**src/rtl/vx_tcu_fedp_arb_if.sv**
```systemverilog
// ---------------------------------------------------------------------------
// vx_tcu_fedp_arb_if
// Groups every handshake and data bus of the FEDP arbiter in one bundle.
//   request side  : req_valid/req_ready plus per-requester formats, lane mask,
//                   A/B operands, accumulator and tag
//   FEDP side     : fedp_enable, granted mask/formats/operands/accumulator,
//                   fedp_d_val result returning from the FEDP unit
//   response side : rsp_valid (one-hot), rsp_ready, rsp_d_val, rsp_tag
// modport slave  : the arbiter
// modport master : the environment (requesters, FEDP unit, response sinks)
// ---------------------------------------------------------------------------
interface vx_tcu_fedp_arb_if #(
    parameter int NUM_REQS       = 4,
    parameter int N              = 2,
    parameter int TAG_W          = 4,
    parameter int TCU_MAX_INPUTS = 8
);
    logic [NUM_REQS-1:0]                     req_valid;
    logic [NUM_REQS-1:0]                     req_ready;
    logic [NUM_REQS-1:0][3:0]                req_fmt_s;
    logic [NUM_REQS-1:0][3:0]                req_fmt_d;
    logic [NUM_REQS-1:0][TCU_MAX_INPUTS-1:0] req_vld_mask;
    logic [NUM_REQS-1:0][N-1:0][31:0]        req_a_row;
    logic [NUM_REQS-1:0][N-1:0][31:0]        req_b_col;
    logic [NUM_REQS-1:0][31:0]               req_c_val;
    logic [NUM_REQS-1:0][TAG_W-1:0]          req_tag;

    logic                                    fedp_enable;
    logic [TCU_MAX_INPUTS-1:0]               fedp_vld_mask;
    logic [3:0]                              fedp_fmt_s;
    logic [3:0]                              fedp_fmt_d;
    logic [N-1:0][31:0]                      fedp_a_row;
    logic [N-1:0][31:0]                      fedp_b_col;
    logic [31:0]                             fedp_c_val;
    logic [31:0]                             fedp_d_val;

    logic [NUM_REQS-1:0]                     rsp_valid;
    logic [NUM_REQS-1:0]                     rsp_ready;
    logic [31:0]                             rsp_d_val;
    logic [TAG_W-1:0]                        rsp_tag;

    modport slave (
        input  req_valid, req_fmt_s, req_fmt_d, req_vld_mask, req_a_row, req_b_col,
               req_c_val, req_tag, fedp_d_val, rsp_ready,
        output req_ready, fedp_enable, fedp_vld_mask, fedp_fmt_s, fedp_fmt_d,
               fedp_a_row, fedp_b_col, fedp_c_val, rsp_valid, rsp_d_val, rsp_tag
    );

    modport master (
        output req_valid, req_fmt_s, req_fmt_d, req_vld_mask, req_a_row, req_b_col,
               req_c_val, req_tag, fedp_d_val, rsp_ready,
        input  req_ready, fedp_enable, fedp_vld_mask, fedp_fmt_s, fedp_fmt_d,
               fedp_a_row, fedp_b_col, fedp_c_val, rsp_valid, rsp_d_val, rsp_tag
    );
endinterface

```
**src/rtl/vx_tcu_fedp_arb.sv**
```systemverilog
// ---------------------------------------------------------------------------
// vx_tcu_fedp_arb
// Shares one fixed-latency FEDP unit among NUM_REQS requesters.
//   - round-robin grant, at most one issue per cycle, only while credits remain
//   - shadow pipeline of {valid, id, tag} shifted in lock-step with the FEDP
//   - results captured into an in-order response queue (OUT_DEPTH entries)
//   - credits = OUT_DEPTH - (in flight + queued), so capture never overflows
// Ports
//   clk   : clock
//   reset : synchronous, active-low reset
//   bus   : vx_tcu_fedp_arb_if.slave (request, FEDP and response buses)
// Build option
//   TCU_FEDP_ARB_QOS_EN : requester 0 gets strict priority; the others share
//                         round-robin and only their grants move the pointer.
// ---------------------------------------------------------------------------
module vx_tcu_fedp_arb #(
    parameter int NUM_REQS       = 4,
    parameter int N              = 2,
    parameter int LATENCY        = 4,
    parameter int TAG_W          = 4,
    parameter int OUT_DEPTH      = 8,
    parameter int TCU_MAX_INPUTS = 8
) (
    input  logic                 clk,
    input  logic                 reset,
    vx_tcu_fedp_arb_if.slave     bus
);

    localparam int ID_W  = (NUM_REQS > 1) ? $clog2(NUM_REQS) : 1;
    localparam int CNT_W = $clog2(OUT_DEPTH + 1);
    localparam int PTR_W = (OUT_DEPTH > 1) ? $clog2(OUT_DEPTH) : 1;

`ifdef TCU_FEDP_ARB_QOS_EN
    localparam bit QOS_EN = 1'b1;
`else
    localparam bit QOS_EN = 1'b0;
`endif

    typedef struct packed {
        logic            valid;
        logic [ID_W-1:0] id;
        logic [TAG_W-1:0] tag;
    } shadow_t;

    typedef struct packed {
        logic [ID_W-1:0]  id;
        logic [TAG_W-1:0] tag;
        logic [31:0]      data;
    } entry_t;

    shadow_t          shadow_q [LATENCY];
    shadow_t          shadow_d [LATENCY];
    entry_t           queue_q  [OUT_DEPTH];
    entry_t           queue_d  [OUT_DEPTH];
    logic [PTR_W-1:0] wr_ptr_q, wr_ptr_d;
    logic [PTR_W-1:0] rd_ptr_q, rd_ptr_d;
    logic [CNT_W-1:0] count_q, count_d;
    logic [CNT_W-1:0] credits_q, credits_d;
    logic [ID_W-1:0]  rr_ptr_q, rr_ptr_d;

    logic [ID_W-1:0]  grant_id_s;
    logic             issue_s;
    logic             in_flight_s;
    logic             capture_s;
    logic             pop_s;
    entry_t           head_s;

    // (base + off) mod NUM_REQS for off in [0, NUM_REQS]
    function automatic logic [ID_W-1:0] wrap_add(input logic [ID_W-1:0] base, input int off);
        int sum;
        sum = int'(base) + off;
        if (sum >= NUM_REQS) begin
            sum = sum - NUM_REQS;
        end else begin
            sum = sum;
        end
        return ID_W'(sum);
    endfunction

    // Grant selection: first valid requester at or after the RR pointer, issue needs a credit
    always_comb begin
        grant_id_s = '0;
        issue_s    = 1'b0;
        if (reset && (credits_q != '0)) begin
`ifdef TCU_FEDP_ARB_QOS_EN
            if (bus.req_valid[0]) begin
                issue_s    = 1'b1;
                grant_id_s = '0;
            end else begin
                for (int k = 0; k < NUM_REQS; k++) begin
                    if (!issue_s && (wrap_add(rr_ptr_q, k) != '0) &&
                        bus.req_valid[wrap_add(rr_ptr_q, k)]) begin
                        issue_s    = 1'b1;
                        grant_id_s = wrap_add(rr_ptr_q, k);
                    end else begin
                        grant_id_s = grant_id_s;
                    end
                end
            end
`else
            for (int k = 0; k < NUM_REQS; k++) begin
                if (!issue_s && bus.req_valid[wrap_add(rr_ptr_q, k)]) begin
                    issue_s    = 1'b1;
                    grant_id_s = wrap_add(rr_ptr_q, k);
                end else begin
                    grant_id_s = grant_id_s;
                end
            end
`endif
        end else begin
            issue_s = 1'b0;
        end
    end

    // RR pointer advance; under QOS a requester-0 grant leaves it alone
    always_comb begin
        rr_ptr_d = rr_ptr_q;
        if (issue_s && (!QOS_EN || (grant_id_s != '0))) begin
            rr_ptr_d = wrap_add(grant_id_s, 1);
        end else begin
            rr_ptr_d = rr_ptr_q;
        end
    end

    // Ready one-hot on the winner and FEDP input mux; everything zero when nothing issues
    always_comb begin
        bus.req_ready     = '0;
        bus.fedp_vld_mask = '0;
        bus.fedp_fmt_s    = 4'd0;
        bus.fedp_fmt_d    = 4'd0;
        bus.fedp_a_row    = '0;
        bus.fedp_b_col    = '0;
        bus.fedp_c_val    = 32'd0;
        if (issue_s) begin
            bus.req_ready[grant_id_s] = 1'b1;
            bus.fedp_vld_mask         = bus.req_vld_mask[grant_id_s];
            bus.fedp_fmt_s            = bus.req_fmt_s[grant_id_s];
            bus.fedp_fmt_d            = bus.req_fmt_d[grant_id_s];
            bus.fedp_a_row            = bus.req_a_row[grant_id_s];
            bus.fedp_b_col            = bus.req_b_col[grant_id_s];
            bus.fedp_c_val            = bus.req_c_val[grant_id_s];
        end else begin
            bus.req_ready = '0;
        end
    end

    // FEDP runs whenever something issues or is still in flight, so it never stalls
    always_comb begin
        in_flight_s = 1'b0;
        for (int i = 0; i < LATENCY; i++) begin
            in_flight_s = in_flight_s | shadow_q[i].valid;
        end
        bus.fedp_enable = issue_s | (reset & in_flight_s);
    end

    // Shadow pipeline next state, shifting in step with the FEDP
    always_comb begin
        for (int i = 0; i < LATENCY; i++) begin
            shadow_d[i] = shadow_q[i];
        end
        if (bus.fedp_enable) begin
            shadow_d[0].valid = issue_s;
            shadow_d[0].id    = grant_id_s;
            shadow_d[0].tag   = issue_s ? bus.req_tag[grant_id_s] : '0;
            for (int i = 1; i < LATENCY; i++) begin
                shadow_d[i] = shadow_q[i-1];
            end
        end else begin
            shadow_d[0] = shadow_q[0];
        end
    end

    // Response queue: capture at the shadow tail, pop only on the head owner's ready
    always_comb begin
        for (int i = 0; i < OUT_DEPTH; i++) begin
            queue_d[i] = queue_q[i];
        end
        wr_ptr_d  = wr_ptr_q;
        rd_ptr_d  = rd_ptr_q;
        count_d   = count_q;
        head_s    = queue_q[rd_ptr_q];
        capture_s = reset & shadow_q[LATENCY-1].valid;
        pop_s     = reset & (count_q != '0) & bus.rsp_ready[head_s.id];
        if (capture_s) begin
            queue_d[wr_ptr_q].id   = shadow_q[LATENCY-1].id;
            queue_d[wr_ptr_q].tag  = shadow_q[LATENCY-1].tag;
            queue_d[wr_ptr_q].data = bus.fedp_d_val;
            wr_ptr_d = (wr_ptr_q == PTR_W'(OUT_DEPTH - 1)) ? '0 : wr_ptr_q + PTR_W'(1);
        end else begin
            wr_ptr_d = wr_ptr_q;
        end
        if (pop_s) begin
            rd_ptr_d = (rd_ptr_q == PTR_W'(OUT_DEPTH - 1)) ? '0 : rd_ptr_q + PTR_W'(1);
        end else begin
            rd_ptr_d = rd_ptr_q;
        end
        case ({capture_s, pop_s})
            2'b10:   count_d = count_q + CNT_W'(1);
            2'b01:   count_d = count_q - CNT_W'(1);
            default: count_d = count_q;
        endcase
    end

    // Credit count: issue takes one now, a pop returns one from the next cycle on
    always_comb begin
        case ({issue_s, pop_s})
            2'b10:   credits_d = credits_q - CNT_W'(1);
            2'b01:   credits_d = credits_q + CNT_W'(1);
            default: credits_d = credits_q;
        endcase
    end

    // Head presentation toward the owning requester
    always_comb begin
        bus.rsp_valid = '0;
        bus.rsp_d_val = 32'd0;
        bus.rsp_tag   = '0;
        if (reset && (count_q != '0)) begin
            bus.rsp_valid[head_s.id] = 1'b1;
            bus.rsp_d_val            = head_s.data;
            bus.rsp_tag              = head_s.tag;
        end else begin
            bus.rsp_valid = '0;
        end
    end

    // Control state registers with synchronous active-low reset
    always_ff @(posedge clk) begin
        if (!reset) begin
            for (int i = 0; i < LATENCY; i++) begin
                shadow_q[i] <= '0;
            end
            wr_ptr_q  <= '0;
            rd_ptr_q  <= '0;
            count_q   <= '0;
            credits_q <= CNT_W'(OUT_DEPTH);
            rr_ptr_q  <= '0;
        end else begin
            for (int i = 0; i < LATENCY; i++) begin
                shadow_q[i] <= shadow_d[i];
            end
            wr_ptr_q  <= wr_ptr_d;
            rd_ptr_q  <= rd_ptr_d;
            count_q   <= count_d;
            credits_q <= credits_d;
            rr_ptr_q  <= rr_ptr_d;
        end
    end

    // Queue payload storage; validity is tracked by the pointers, so no reset
    always_ff @(posedge clk) begin
        for (int i = 0; i < OUT_DEPTH; i++) begin
            queue_q[i] <= queue_d[i];
        end
    end

endmodule

```
**src/flat_wrapper.sv**
```systemverilog
// flat-port wrapper written by rule: the top's interface ports become plain ports
module vx_tcu_fedp_arb_flat 
#(
    parameter int NUM_REQS       = 4,
    parameter int N              = 2,
    parameter int LATENCY        = 4,
    parameter int TAG_W          = 4,
    parameter int OUT_DEPTH      = 8,
    parameter int TCU_MAX_INPUTS = 8
)
  (clk, reset, bus_req_valid, bus_req_fmt_s, bus_req_fmt_d, bus_req_vld_mask, bus_req_a_row, bus_req_b_col, bus_req_c_val, bus_req_tag, bus_fedp_d_val, bus_rsp_ready, bus_req_ready, bus_fedp_enable, bus_fedp_vld_mask, bus_fedp_fmt_s, bus_fedp_fmt_d, bus_fedp_a_row, bus_fedp_b_col, bus_fedp_c_val, bus_rsp_valid, bus_rsp_d_val, bus_rsp_tag);
  vx_tcu_fedp_arb_if #(.NUM_REQS(NUM_REQS), .N(N), .TAG_W(TAG_W), .TCU_MAX_INPUTS(TCU_MAX_INPUTS)) bus_i ();
  input  logic clk;
  input  logic reset;
  input wire logic [$bits(bus_i.req_valid)-1:0] bus_req_valid;
  input wire logic [$bits(bus_i.req_fmt_s)-1:0] bus_req_fmt_s;
  input wire logic [$bits(bus_i.req_fmt_d)-1:0] bus_req_fmt_d;
  input wire logic [$bits(bus_i.req_vld_mask)-1:0] bus_req_vld_mask;
  input wire logic [$bits(bus_i.req_a_row)-1:0] bus_req_a_row;
  input wire logic [$bits(bus_i.req_b_col)-1:0] bus_req_b_col;
  input wire logic [$bits(bus_i.req_c_val)-1:0] bus_req_c_val;
  input wire logic [$bits(bus_i.req_tag)-1:0] bus_req_tag;
  input wire logic [$bits(bus_i.fedp_d_val)-1:0] bus_fedp_d_val;
  input wire logic [$bits(bus_i.rsp_ready)-1:0] bus_rsp_ready;
  output wire logic [$bits(bus_i.req_ready)-1:0] bus_req_ready;
  output wire logic [$bits(bus_i.fedp_enable)-1:0] bus_fedp_enable;
  output wire logic [$bits(bus_i.fedp_vld_mask)-1:0] bus_fedp_vld_mask;
  output wire logic [$bits(bus_i.fedp_fmt_s)-1:0] bus_fedp_fmt_s;
  output wire logic [$bits(bus_i.fedp_fmt_d)-1:0] bus_fedp_fmt_d;
  output wire logic [$bits(bus_i.fedp_a_row)-1:0] bus_fedp_a_row;
  output wire logic [$bits(bus_i.fedp_b_col)-1:0] bus_fedp_b_col;
  output wire logic [$bits(bus_i.fedp_c_val)-1:0] bus_fedp_c_val;
  output wire logic [$bits(bus_i.rsp_valid)-1:0] bus_rsp_valid;
  output wire logic [$bits(bus_i.rsp_d_val)-1:0] bus_rsp_d_val;
  output wire logic [$bits(bus_i.rsp_tag)-1:0] bus_rsp_tag;
  assign bus_i.req_valid = bus_req_valid;
  assign bus_i.req_fmt_s = bus_req_fmt_s;
  assign bus_i.req_fmt_d = bus_req_fmt_d;
  assign bus_i.req_vld_mask = bus_req_vld_mask;
  assign bus_i.req_a_row = bus_req_a_row;
  assign bus_i.req_b_col = bus_req_b_col;
  assign bus_i.req_c_val = bus_req_c_val;
  assign bus_i.req_tag = bus_req_tag;
  assign bus_i.fedp_d_val = bus_fedp_d_val;
  assign bus_i.rsp_ready = bus_rsp_ready;
  assign bus_req_ready = bus_i.req_ready;
  assign bus_fedp_enable = bus_i.fedp_enable;
  assign bus_fedp_vld_mask = bus_i.fedp_vld_mask;
  assign bus_fedp_fmt_s = bus_i.fedp_fmt_s;
  assign bus_fedp_fmt_d = bus_i.fedp_fmt_d;
  assign bus_fedp_a_row = bus_i.fedp_a_row;
  assign bus_fedp_b_col = bus_i.fedp_b_col;
  assign bus_fedp_c_val = bus_i.fedp_c_val;
  assign bus_rsp_valid = bus_i.rsp_valid;
  assign bus_rsp_d_val = bus_i.rsp_d_val;
  assign bus_rsp_tag = bus_i.rsp_tag;
  vx_tcu_fedp_arb #(.NUM_REQS(NUM_REQS), .N(N), .LATENCY(LATENCY), .TAG_W(TAG_W), .OUT_DEPTH(OUT_DEPTH), .TCU_MAX_INPUTS(TCU_MAX_INPUTS)) u_core (.clk(clk), .reset(reset), .bus(bus_i));
endmodule
```
**config.mk**
```make
export PLATFORM = sky130hd
export DESIGN_NAME = vx_tcu_fedp_arb_flat
export DESIGN_NICKNAME = d
export VERILOG_FILES = /design/src/rtl/vx_tcu_fedp_arb_if.sv /design/src/rtl/vx_tcu_fedp_arb.sv /design/src/flat_wrapper.sv
export SDC_FILE = /design/constraint.sdc
export NUM_CORES = 1
export LEC_CHECK = 0
export CAP_MARGIN = 30
export CORE_AREA = 4 4 383 385
export DETAILED_ROUTE_END_ITERATION = 6
export DIE_AREA = 0 0 387 389
export SLEW_MARGIN = 40
export SYNTH_ARGS = -nofsm -noshare
export SYNTH_HDL_FRONTEND = slang
export SYNTH_SLANG_ARGS = --single-unit
```
**constraint.sdc**
```tcl
create_clock -name clk -period 5 [get_ports clk]
set_input_delay 0.75 -clock clk [delete_from_list [all_inputs] [get_ports clk]]
set_output_delay 0.75 -clock clk [all_outputs]
set_load 0.02 [all_outputs]
```
==> flow_metrics.env <==
export IMPL_synth_area_leaders="edfxtp_1 44%, mux2i_1 19%, mux4_2 8.3%, and2_1 8.1%, o22ai_1 5.4%"
export IMPL_overflow=0
export IMPL_leakagePower_nw=12.9
export IMPL_cts_setup_buffers=0
export IMPL_gp_congestion=0.964
export IMPL_yosys_warnings=0
export IMPL_p_per_area_nw_per_um2=294
export IMPL_vias=18400
export IMPL_synth_seq_area_share=0.488
export IMPL_crit_chain="clkdlybuf4s50_1, a21oi_1, o21a_1, o211ai_1, buf_12, buf_12, buf_4, mux2i_1, o22ai_1, buf_4, buf_12"
export IMPL_die_h_um=389
export IMPL_areaGrowthSynthToFinish_pct=70.8
export IMPL_final_min_clock_period_ps=4930
export IMPL_start_kind="input pin"
export IMPL_synth_ff_type="edfxtp_1"
export IMPL_portBuffers=982
export IMPL_slowest_stage="clkdlybuf4s50_1"
export IMPL_multi_input_area_um2=9970
export IMPL_route_detailed_drc=0
export IMPL_max_freq_ghz=0.203
export IMPL_required_ps=4250
export IMPL_status="finished, final reports clean"
export IMPL_die_x_um=387
export IMPL_cpMostUsedCell="buf_12"
export IMPL_core_um2=143000
export IMPL_cts_made_buffers=34
export IMPL_h_tree_depth=2
export IMPL_post_dp_hpwl_um=127000
export IMPL_avgRoutedWirePerCell_um=32.8
export IMPL_crit_family="buffers and inverters"
export IMPL_maxSlewHeadroom=0.422
export IMPL_seq_area_um2=10100
export IMPL_syn_inst=1649
export IMPL_netlist_area_um2=20600
export IMPL_first_global_vias=19300
export IMPL_hold_class="reg -> reg"
export IMPL_synth_most_common_cell="mux2i_1"
export IMPL_ctsHoldBuffers=0
export IMPL_fin_skew_ps=19.4
export IMPL_synth_edf_count=304
export IMPL_initialDrtViolationCount=1021
export IMPL_start_util=0.144
export IMPL_ant_nets=0
export IMPL_tns_ps=0
export IMPL_placed_area_um2=34100
export IMPL_clock_sinks=351
export IMPL_track_usage=0.190
export IMPL_stdcell_area_um2=35200
export IMPL_path_buf_inv=6
export IMPL_fp_row_count=139
export IMPL_grt_pass1_wl_um=193000
export IMPL_io_pins=983
export IMPL_cts_tree="yes"
export IMPL_die_area_um2=151000
export IMPL_critical_path_class="in -> out"
export IMPL_syn_num_nets=2426
export IMPL_root_buffer="clkbuf_16"
export IMPL_cp_end_kind="output pin"
export IMPL_synth_seq_cells=351
export IMPL_avgViaCountPerCell=4.04
export IMPL_dr_pass1_iters=5
export IMPL_clkLatencyLatePin_ps=510
export IMPL_nFillCells=15000
export IMPL_synth_top_area_share=0.443
export IMPL_avgSynthCellArea_um2=12.5
export IMPL_grt_antenna_before_repair=80
export IMPL_clk_pin_slew_ps=60
export IMPL_final_max_slew_viol_count=0
export IMPL_synthArstFlopShare=0
export IMPL_grt_max_degree=52
export IMPL_synthDistinctLibCells=48
export IMPL_clockBufferDepth=3
export IMPL_cap_violations=0
export IMPL_max_vdd_ir_drop_mv=0.191
export IMPL_layout_drive_gt1_share=0.133
export IMPL_final_hold_viol_count=0
export IMPL_nNetsFinal=3399
export IMPL_yosys_top_cells_count="399 x mux2i_1, 304 x edfxtp_1, 267 x and2_1"
export IMPL_setup_viol=0
export IMPL_cp_data_arrival_time_ps=4180
export IMPL_slowest_delay_ps=570
export IMPL_final_util=0.246
export IMPL_yosys_area_top_type="edfxtp_1"
export IMPL_rsz0062_at_grt="no"
export IMPL_path_max_fanout=32
export IMPL_timing_final_crit_share=0.986
export IMPL_max_slew_worst_pin_slew_ps=867
export IMPL_drt_wl_total_um=150000
export IMPL_cts_resized=0
==> state kept, by name, indices dropped and copies added (netlist names), named ones only <==
name              cells
u_core.rd_ptr_q       3
u_core.queue_q      304
u_core.rr_ptr_q       2
u_core.wr_ptr_q       3
u_core.count_q        4
u_core.credits_q      4
u_core.shadow_q      28
==> layer usage <==
| metal | share of wire | vias up | global-route usage |
|---|---|---|---|
| li1 | - | 8217 | - |
| met1 | 0.40 | 9050 | 0.229 |
| met2 | 0.48 | 885 | 0.323 |
| met3 | 0.094 | 210 | 0.0709 |
| met4 | 0.026 | 48 | 0.0421 |
| met5 | 0.0021 | - | 0 |
==> layout by cell type (no fill, tap or decap), types with 3 or more instances in the layout <==
| cell | netlist | layout |
|---|---|---|
| buf_4 | 4 | 92 |
| a21boi_1 | 20 | 20 |
| clkbuf_1 | 76 | 9 |
| a21oi_1 | 5 | 5 |
| clkinv_2 | 0 | 3 |
| dfxtp_1 | 47 | 44 |
| diode_2 | 0 | 10 |
| nor2b_1 | 16 | 9 |
| nor3b_2 | 0 | 3 |
| clkdlybuf4s50_1 | 0 | 882 |
| mux4_2 | 76 | 76 |
| buf_12 | 0 | 106 |
| ha_1 | 14 | 14 |
| edfxtp_1 | 304 | 304 |
| mux2i_2 | 0 | 3 |
| o211ai_1 | 9 | 9 |
| nand2_1 | 49 | 48 |
| a32o_1 | 4 | 4 |
| xnor2_1 | 4 | 4 |
| a31oi_1 | 4 | 4 |
| nand3b_1 | 3 | 3 |
| o22ai_1 | 177 | 177 |
| and2_1 | 267 | 267 |
| inv_2 | 3 | 3 |
| or3_1 | 6 | 6 |
| inv_1 | 14 | 14 |
| nor2_1 | 41 | 40 |
| clkbuf_16 | 0 | 35 |
| o21ai_0 | 7 | 7 |
| clkinv_1 | 0 | 5 |
| xor2_1 | 3 | 3 |
| mux2i_1 | 399 | 396 |
| nor2b_4 | 0 | 7 |
==> per-stage QoR <==
step                cells  setup slack (ps)  hold slack, ps  power, W
CTS                  4548              11.1             455    0.0105
finish               4558              72.1             454    0.0103
floorplan            1649               742             421   0.00501
global route         4552              10.7             466    0.0107
detailed placement   4489              25.5             436   0.00800
global placement     4488              88.1             440   0.00801
==> report_power, final <==
part           internal, W  switching, W  total [W]
clock network      0.00137       0.00108    0.00245
logic              0.00218       0.00249    0.00466
registers          0.00320     0.0000378    0.00323
total              0.00674       0.00360     0.0103
==> cells by family after synthesis <==
family,Yosys count,synth area share
AOI/OAI and AO/OA,238,0.0752
buffers and inverters,161,0.0345
xor gates and xnor gates,7,0.00297
muxes,476,0.277
and+or+nand+nor,401,0.112
DFF,351,0.488
adders and majority gates,15,0.00947
==> worst paths after layout <==
check | start | end | slack [ps] | depth (start not counted)
min | u_core.shadow_q[2][3]$_SDFFE_PN0P_ | u_core.shadow_q[2][3]$_SDFFE_PN0P_ | 450 | 2
min reg2reg | u_core.shadow_q[2][3]$_SDFFE_PN0P_ | u_core.shadow_q[2][3]$_SDFFE_PN0P_ | 450 | 2
max reg2reg | flop | u_core.credits_q[3]$_SDFFE_PN1P_ | 1370 | 13
max | bus_req_valid[0] | bus_fedp_b_col[24] | 70 | 11
==> worst register-to-register path, delay by kind of cell (launching register included) <==
kind            cells  cell delay [ps]
buf+inv             2              180
flops               1              590
xor+xnor            1              100
fa+ha+maj           2              440
simple gates        3              530
mux                 3             1400
compound gates      2              330
==> cell type report <==
cell class,count,area share
Antenna cell,10,0.000711
Clock buffer,46,0.0266
Clock inverter,13,0.00274
Inverter,17,0.00181
Multi-Input combinational cell,1137,0.283
Sequential cell,351,0.286
Tap cell,1903,0.0676
Timing Repair Buffer,1081,0.331
Note: power is estimated with default switching activity, not from simulation.
